## src/rtl/bless_eject_sink.sv

```systemverilog
`default_nettype none
// ============================================================================
// Module   : bless_eject_sink
// Brief    : BLESS local-port ejection sink. Reassembles out-of-order flits per
//            packet in a small slot table and queues completion records in a
//            valid/ready FIFO. BLESS_EJECT_STATS_EN enables drop/misroute
//            counters and per-packet max_age tracking.
// Revision : 1.0 - initial release
// ============================================================================
module bless_eject_sink #(
    parameter int         DATA_WIDTH = 160,
    parameter logic [2:0] LOCAL_X    = 3'd0,
    parameter logic [2:0] LOCAL_Y    = 3'd0,
    parameter int         NUM_SLOTS  = 4,
    parameter int         FIFO_DEPTH = 4
) (
    input  logic                  clk,
    input  logic                  reset,
    input  logic [DATA_WIDTH-1:0] flit_in,
    input  logic                  flit_valid,
    output logic                  flit_ready,
    output logic                  cpl_valid,
    input  logic                  cpl_ready,
    output logic [21:0]           cpl_data,
    output logic [15:0]           misroute_cnt,
    output logic [15:0]           drop_cnt
);

    localparam int c_SLOT_W = $clog2(NUM_SLOTS);
    localparam int c_PTR_W  = $clog2(FIFO_DEPTH);
    localparam int c_CNT_W  = c_PTR_W + 1;

    typedef enum logic [0:0] {
        SLOT_FREE    = 1'b0,
        SLOT_PARTIAL = 1'b1
    } slot_state_t;

    function automatic logic [2:0] f_popcount(input logic [6:0] m);
        logic [2:0] n;
        n = '0;
        for (int i = 0; i < 7; i++) begin
            n = n + {2'b00, m[i]};
        end
        return n;
    endfunction

    // ---------------- flit header decode ----------------
    logic [7:0] w_pkt_id;
    logic [2:0] w_dst_x, w_dst_y, w_src_x, w_src_y, w_cnt, w_seq;
    logic [5:0] w_age;

    assign w_pkt_id = flit_in[159:152];
    assign w_dst_x  = flit_in[151:149];
    assign w_dst_y  = flit_in[148:146];
    assign w_age    = flit_in[145:140];
    assign w_cnt    = flit_in[139:137];
    assign w_seq    = flit_in[136:134];
    assign w_src_x  = flit_in[133:131];
    assign w_src_y  = flit_in[130:128];

    // ---------------- slot table storage ----------------
    slot_state_t r_state     [NUM_SLOTS];
    slot_state_t w_state_nxt [NUM_SLOTS];
    logic [7:0]  r_slot_id   [NUM_SLOTS];
    logic [2:0]  r_slot_sx   [NUM_SLOTS];
    logic [2:0]  r_slot_sy   [NUM_SLOTS];
    logic [2:0]  r_slot_cnt  [NUM_SLOTS];
    logic [6:0]  r_slot_mask [NUM_SLOTS];
`ifdef BLESS_EJECT_STATS_EN
    logic [5:0]  r_slot_age  [NUM_SLOTS];
`endif

    // ---------------- completion FIFO storage ----------------
    logic [21:0]        r_fifo_mem [FIFO_DEPTH];
    logic [c_PTR_W-1:0] r_wr_ptr, r_rd_ptr;
    logic [c_CNT_W-1:0] r_count;
    logic               w_full, w_pop;

    assign w_full     = (r_count == c_CNT_W'(FIFO_DEPTH));
    // Ready ignores a same-cycle pop so a push can never overflow.
    assign flit_ready = !reset && !w_full;
    assign cpl_valid  = (r_count != '0);
    assign cpl_data   = cpl_valid ? r_fifo_mem[r_rd_ptr] : 22'd0;
    assign w_pop      = cpl_valid && cpl_ready;

    // ---------------- lookup ----------------
    logic                w_accept, w_addr_ok, w_malformed;
    logic                w_hit_any, w_free_any;
    logic [c_SLOT_W-1:0] w_hit_idx, w_free_idx;

    assign w_accept    = flit_valid && flit_ready;
    assign w_addr_ok   = ({w_dst_x, w_dst_y} == {LOCAL_X, LOCAL_Y});
    assign w_malformed = (w_cnt == 3'd0) || (w_seq >= w_cnt);

    always_comb begin
        w_hit_any  = 1'b0;
        w_hit_idx  = '0;
        w_free_any = 1'b0;
        w_free_idx = '0;
        // Descending scan leaves the lowest matching index selected.
        for (int i = NUM_SLOTS - 1; i >= 0; i--) begin
            if (r_state[i] == SLOT_PARTIAL && r_slot_id[i] == w_pkt_id &&
                r_slot_sx[i] == w_src_x && r_slot_sy[i] == w_src_y) begin
                w_hit_any = 1'b1;
                w_hit_idx = c_SLOT_W'(i);
            end
            if (r_state[i] == SLOT_FREE) begin
                w_free_any = 1'b1;
                w_free_idx = c_SLOT_W'(i);
            end
        end
    end

    // ---------------- flit disposition ----------------
    logic [6:0]  w_seq_bit, w_new_mask;
    logic [5:0]  w_new_age, w_single_age;
    logic        w_misroute, w_drop, w_alloc, w_update, w_complete, w_push;
    logic [21:0] w_push_rec;

    assign w_seq_bit  = 7'b000_0001 << w_seq;
    assign w_new_mask = r_slot_mask[w_hit_idx] | w_seq_bit;

`ifdef BLESS_EJECT_STATS_EN
    assign w_new_age    = (w_age > r_slot_age[w_hit_idx]) ? w_age : r_slot_age[w_hit_idx];
    assign w_single_age = w_age;
`else
    assign w_new_age    = 6'd0;
    assign w_single_age = 6'd0;
`endif

    always_comb begin
        w_misroute = 1'b0;
        w_drop     = 1'b0;
        w_alloc    = 1'b0;
        w_update   = 1'b0;
        w_complete = 1'b0;
        w_push     = 1'b0;
        w_push_rec = '0;
        if (w_accept) begin
            if (!w_addr_ok) begin
                w_misroute = 1'b1;
            end else if (w_malformed) begin
                w_drop = 1'b1;
            end else if (w_cnt == 3'd1) begin
                w_push     = 1'b1;
                w_push_rec = {w_pkt_id, w_src_x, w_src_y, w_single_age, 3'd1};
            end else if (w_hit_any) begin
                if (r_slot_mask[w_hit_idx][w_seq]) begin
                    w_drop = 1'b1;
                end else begin
                    w_update = 1'b1;
                    // Completion is judged against the flit count latched from the first flit.
                    if (f_popcount(w_new_mask) == r_slot_cnt[w_hit_idx]) begin
                        w_complete = 1'b1;
                        w_push     = 1'b1;
                        w_push_rec = {w_pkt_id, w_src_x, w_src_y, w_new_age,
                                      r_slot_cnt[w_hit_idx]};
                    end
                end
            end else if (w_free_any) begin
                w_alloc = 1'b1;
            end else begin
                w_drop = 1'b1;
            end
        end
    end

    // ---------------- per-slot state machine ----------------
    always_ff @(posedge clk) begin
        for (int i = 0; i < NUM_SLOTS; i++) begin
            if (reset) begin
                r_state[i] <= SLOT_FREE;
            end else begin
                r_state[i] <= w_state_nxt[i];
            end
        end
    end

    always_comb begin
        for (int i = 0; i < NUM_SLOTS; i++) begin
            w_state_nxt[i] = r_state[i];
            case (r_state[i])
                SLOT_FREE: begin
                    if (w_alloc && w_free_idx == c_SLOT_W'(i)) w_state_nxt[i] = SLOT_PARTIAL;
                end
                SLOT_PARTIAL: begin
                    if (w_complete && w_hit_idx == c_SLOT_W'(i)) w_state_nxt[i] = SLOT_FREE;
                end
                default: w_state_nxt[i] = SLOT_FREE;
            endcase
        end
    end

    // Slot payload is qualified by r_state, so it needs no reset.
    always_ff @(posedge clk) begin
        if (w_alloc) begin
            r_slot_id[w_free_idx]   <= w_pkt_id;
            r_slot_sx[w_free_idx]   <= w_src_x;
            r_slot_sy[w_free_idx]   <= w_src_y;
            r_slot_cnt[w_free_idx]  <= w_cnt;
            r_slot_mask[w_free_idx] <= w_seq_bit;
        end else if (w_update) begin
            r_slot_mask[w_hit_idx] <= w_new_mask;
        end
    end

`ifdef BLESS_EJECT_STATS_EN
    always_ff @(posedge clk) begin
        if (w_alloc) begin
            r_slot_age[w_free_idx] <= w_age;
        end else if (w_update) begin
            r_slot_age[w_hit_idx] <= w_new_age;
        end
    end
`endif

    // ---------------- completion FIFO ----------------
    always_ff @(posedge clk) begin
        if (w_push) begin
            r_fifo_mem[r_wr_ptr] <= w_push_rec;
        end
    end

    always_ff @(posedge clk) begin
        if (reset) begin
            r_wr_ptr <= '0;
            r_rd_ptr <= '0;
            r_count  <= '0;
        end else begin
            if (w_push) r_wr_ptr <= r_wr_ptr + 1'b1;
            if (w_pop)  r_rd_ptr <= r_rd_ptr + 1'b1;
            case ({w_push, w_pop})
                2'b10:   r_count <= r_count + 1'b1;
                2'b01:   r_count <= r_count - 1'b1;
                default: r_count <= r_count;
            endcase
        end
    end

    // ---------------- statistics ----------------
    logic w_unused_bits;
`ifdef BLESS_EJECT_STATS_EN
    logic [15:0] r_misroute_cnt, r_drop_cnt;

    always_ff @(posedge clk) begin
        if (reset) begin
            r_misroute_cnt <= '0;
            r_drop_cnt     <= '0;
        end else begin
            if (w_misroute && r_misroute_cnt != 16'hFFFF) r_misroute_cnt <= r_misroute_cnt + 16'd1;
            if (w_drop && r_drop_cnt != 16'hFFFF)         r_drop_cnt     <= r_drop_cnt + 16'd1;
        end
    end

    assign misroute_cnt  = r_misroute_cnt;
    assign drop_cnt      = r_drop_cnt;
    assign w_unused_bits = ^{flit_in[127:0]};
`else
    assign misroute_cnt  = 16'd0;
    assign drop_cnt      = 16'd0;
    assign w_unused_bits = ^{flit_in[127:0], w_age, w_drop, w_misroute};
`endif

endmodule
`default_nettype wire

```

## config.mk

```make
export PLATFORM = sky130hd
export DESIGN_NAME = bless_eject_sink
export DESIGN_NICKNAME = d
export VERILOG_FILES = /design/src/rtl/bless_eject_sink.sv
export SDC_FILE = /design/constraint.sdc
export NUM_CORES = 1
export LEC_CHECK = 0
export CELL_PAD_IN_SITES_DETAIL_PLACEMENT = 1
export CELL_PAD_IN_SITES_GLOBAL_PLACEMENT = 1
export CORE_MARGIN = 1
export CORE_UTILIZATION = 43
export CTS_CLUSTER_DIAMETER = 60
export DETAILED_ROUTE_END_ITERATION = 12
export PLACE_DENSITY = 0.89
export SYNTH_ARGS = -nofsm -noshare
export SYNTH_HDL_FRONTEND = slang
export SYNTH_SLANG_ARGS = --single-unit
```

## constraint.sdc

```tcl
create_clock -name clk -period 11.9 [get_ports clk]
set_input_delay 2.38 -clock clk [delete_from_list [all_inputs] [get_ports clk]]
set_output_delay 2.38 -clock clk [all_outputs]
set_load 0.03 [all_outputs]
```

==> impl_metrics.yaml <==
outcome:
  status: "complete, but fails checks"
  violations: "design-rule violations"
power:
  p_per_area_nw_per_um2: 133
  ir_drop_mv: 0.103
  p_leak_uw: 0.00306
flow_run:
  drv_cap: 0
synthesis:
  synthAdderAreaFrac: 0.0235
  netlist_area_sq_um: 8530
  yosysSeqAreaShare: 0.594
  syn_inst: 602
  synthTopCellsByCount: "edfxtp_1 (160), xnor2_1 (48), buf_4 (39), and2_1 (36), nand4_1 (24)"
  synth_compound_area_frac: 0.0725
  synth_xor_area_frac: 0.0754
  muxShareOfSynthArea: 0.0496
  synth_area_per_cell_sq_um: 14.2
  yosysWarningCount: 0
  ys_types: 76
  synth.most_common_cell: "edfxtp_1"
  synth_top_family_by_area: "simple AND/OR/NAND/NOR gates"
  synth-seq-cells: 173
  yosys-top-cells-area: "edfxtp_1 (56%), xnor2_1 (4.9%), mux4_2 (4.2%)"
  synth-async-reset-ratio: 0
  synth_top_cell_by_area: "edfxtp_1"
  synth-main-ff-cell: "edfxtp_1"
  synth.top_cell.area_share: 0.563
  synth-edff-count: 160
  synthSimpleGateAreaFrac: 0.126
global_route:
  grt_pass1_vias: 5517
  grt_max_degree: 21
  grt_pass1_wl_um: 30500
  overflow: 0
  grtUsageTotal: 0.204
  grt_antenna_before_repair: 0
floorplanning:
  start_util: 0.438
  coreArea_sq_um: 19500
  placementRows: 51
  io_pins: 220
  die_area_sq_um: 20400
  die_h_um: 143
  dieWidth_um: 143
placed_design:
  portBuffers: 47
  dp_cells: 891
  dp_hpwl_um: 13900
  gp_congestion: 0.902
layout:
  fill_cells: 1950
  antenna_cells: 0
  drive_gt1_frac: 0.131
  syn_to_final_growth_pct: 13.4
  final_cells: 922
  utilization: 0.497
  finalNetCount: 822
timing:
  tightestPinTransition_ns: 1.03
  rsz0062_at_grt: "no"
  maxSlewViolCount: 0
  post-route-period-util: 0.781
  finalClockSkew_ns: 0.00828
  hold_violations: 0
  whs_ns: 0.538
  finalSetupViolations: 0
  max_slew_margin: 0.312
  fmax_mhz: 108
  fin_setup_tns_ns: 0
  final.min_clock_period_ns: 9.30
clock_network:
  cts_tree: "built"
  clk_path_buf_depth: 2
  cts_sinks: 173
  cts_root_buffer: "clkbuf_16"
  clkTransAtPathRegs_ns: 0.07
  cts_inserted_buffers: 17
  cts-hold-fix-buffers: 0
  post_cts_buffers: 0
  cts_resized: 0
  insertion_delay_ns: 0.44
  h-tree-depth: 4
setup_path:
  r2r_slack_ns: 5.03
  worst_ep_required_time_ns: 12.27
  crit_fanout: 20
  r2r-start: "r_slot_id[3][7]"
  r2r_cells: 25
  critPathArrivalTime_ns: 9.67
  r2r-end: "r_count[2]"
  crit_path_end: "r_count[2]"
  critical_path.startpoint_type: "input pin"
  critPathLaunch: "flit_in[130]"
  end_kind: "register"
  path_class: "input pin to register"
detailed_routing:
  first_iter_violations: 367
  final_antenna_net_count: 0
  post_drt_wl_per_cell_um: 21.1
  wl_um: 19500
  drtPass1Iterations: 9
  viasPerCell: 5.60
  remaining_drc_errors: 2
  vias: 5160
hold_path:
  hold_path.class: "register to register"
  min_from: "r_count[1]"
-- area by class of cell --
class	count	area [sq um]	share of cell area
inverters	13	48.8	0.00505
well taps	265	332	0.0343
clock inverters	13	156	0.0162
clock buffers	18	429	0.0444
flip-flops and latches	173	5060	0.524
multi-input cells	385	3110	0.321
repair buffers	55	531	0.0549
-- metal layers --
metal  track usage  vias to the layer above  routed length, um
met2         0.353                      184              10000
met4        0.0990                        0                583
li1              -                     2311                  -
met3        0.0399                       51                852
met5             0                        -                  0
met1         0.243                     2614               8020
-- worst max-delay path, stage by stage --
cell             delay, ns
clkdlybuf4s50_1       0.88
xnor2_1               0.18
nand4_1               0.40
nor4_4                0.70
o31ai_1               0.38
a22o_1                0.32
a31oi_1               0.16
nor2b_1               0.24
fa_1                  0.43
fa_1                  0.47
fa_1                  0.43
fa_1                  0.46
inv_1                 0.10
nor2_1                0.05
a2bb2oi_1             0.19
o211ai_2              0.14
o2111ai_1             0.12
o21ai_1               0.09
buf_4                 0.19
inv_2                 0.07
ha_1                  0.17
inv_1                 0.06
fa_1                  0.39
xor2_1                0.18
or3_1                 0.33
a21oi_1               0.14
-- cell families (layout without fill, tap and decap cells) --
| family | after synthesis | after routing |
|---|---|---|
| adder cells (fa/ha/maj) | 13 | 13 |
| AND/OR/NAND/NOR | 176 | 176 |
| buffers and inverters | 81 | 99 |
| XOR/XNOR | 61 | 61 |
| other | 1 | 38 |
| AO/OA/AOI/OAI | 75 | 75 |
| multiplexers | 22 | 22 |
| flip-flops | 173 | 173 |
-- power breakdown --
| part | total, uW | internal [uW] | switching (uW) | leakage, uW |
|---|---|---|---|---|
| registers | 659 | 659 | 0.120 | 0.00151 |
| clock network | 563 | 314 | 249 | 0.000274 |
| logic | 67.8 | 21.6 | 46.2 | 0.00127 |
-- metrics by stage --
step | power, uW | setup WS [ns] | cell area (sq um)
after CTS | 1300 | 2.55 | 9670
after global routing | 1320 | 2.18 | 9670
after floorplan | 729 | 3.84 | 8670
final | 1290 | 2.60 | 9670
after global placement | 737 | 2.50 | 9080
after detailed placement | 739 | 2.15 | 9080
-- how the worst min path moves through the flow --
stage / end / slack [ns] / cells past startpoint
after global routing: r_count[2] / 0.56 / 2
after floorplan: r_count[2] / 0.47 / 2
after CTS: r_count[1] / 0.54 / 2
after global placement: r_count[2] / 0.48 / 2
after detailed placement: r_count[1] / 0.53 / 2
final: r_count[1] / 0.54 / 2
-- cells in the final DEF (no fill, tap or decap), drive strengths merged, types with 8 or more instances in the layout --
master,netlist,routed
inv,13,20
buf,54,8
nand2,20,20
nor4,16,16
dfxtp,13,13
mux4,16,16
nand3,14,14
or4,9,9
clkdlybuf4s50,0,47
o21ai,10,10
edfxtp,160,160
ha,8,8
nor2,22,22
and2,36,36
nand4,26,26
xnor2,58,58
conb,1,38
clkbuf,14,18
a21oi,11,11
-- state kept, by name (all words and copies together), names as in the netlist, named ones only --
signal and count:
r_slot_mask 28, r_slot_sy 12, r_count 3, r_fifo_mem 64, r_slot_id 32, r_state 4
r_wr_ptr 2, r_rd_ptr 2, r_slot_cnt 12, r_slot_sx 12
Power figures use the tool's default switching activity.
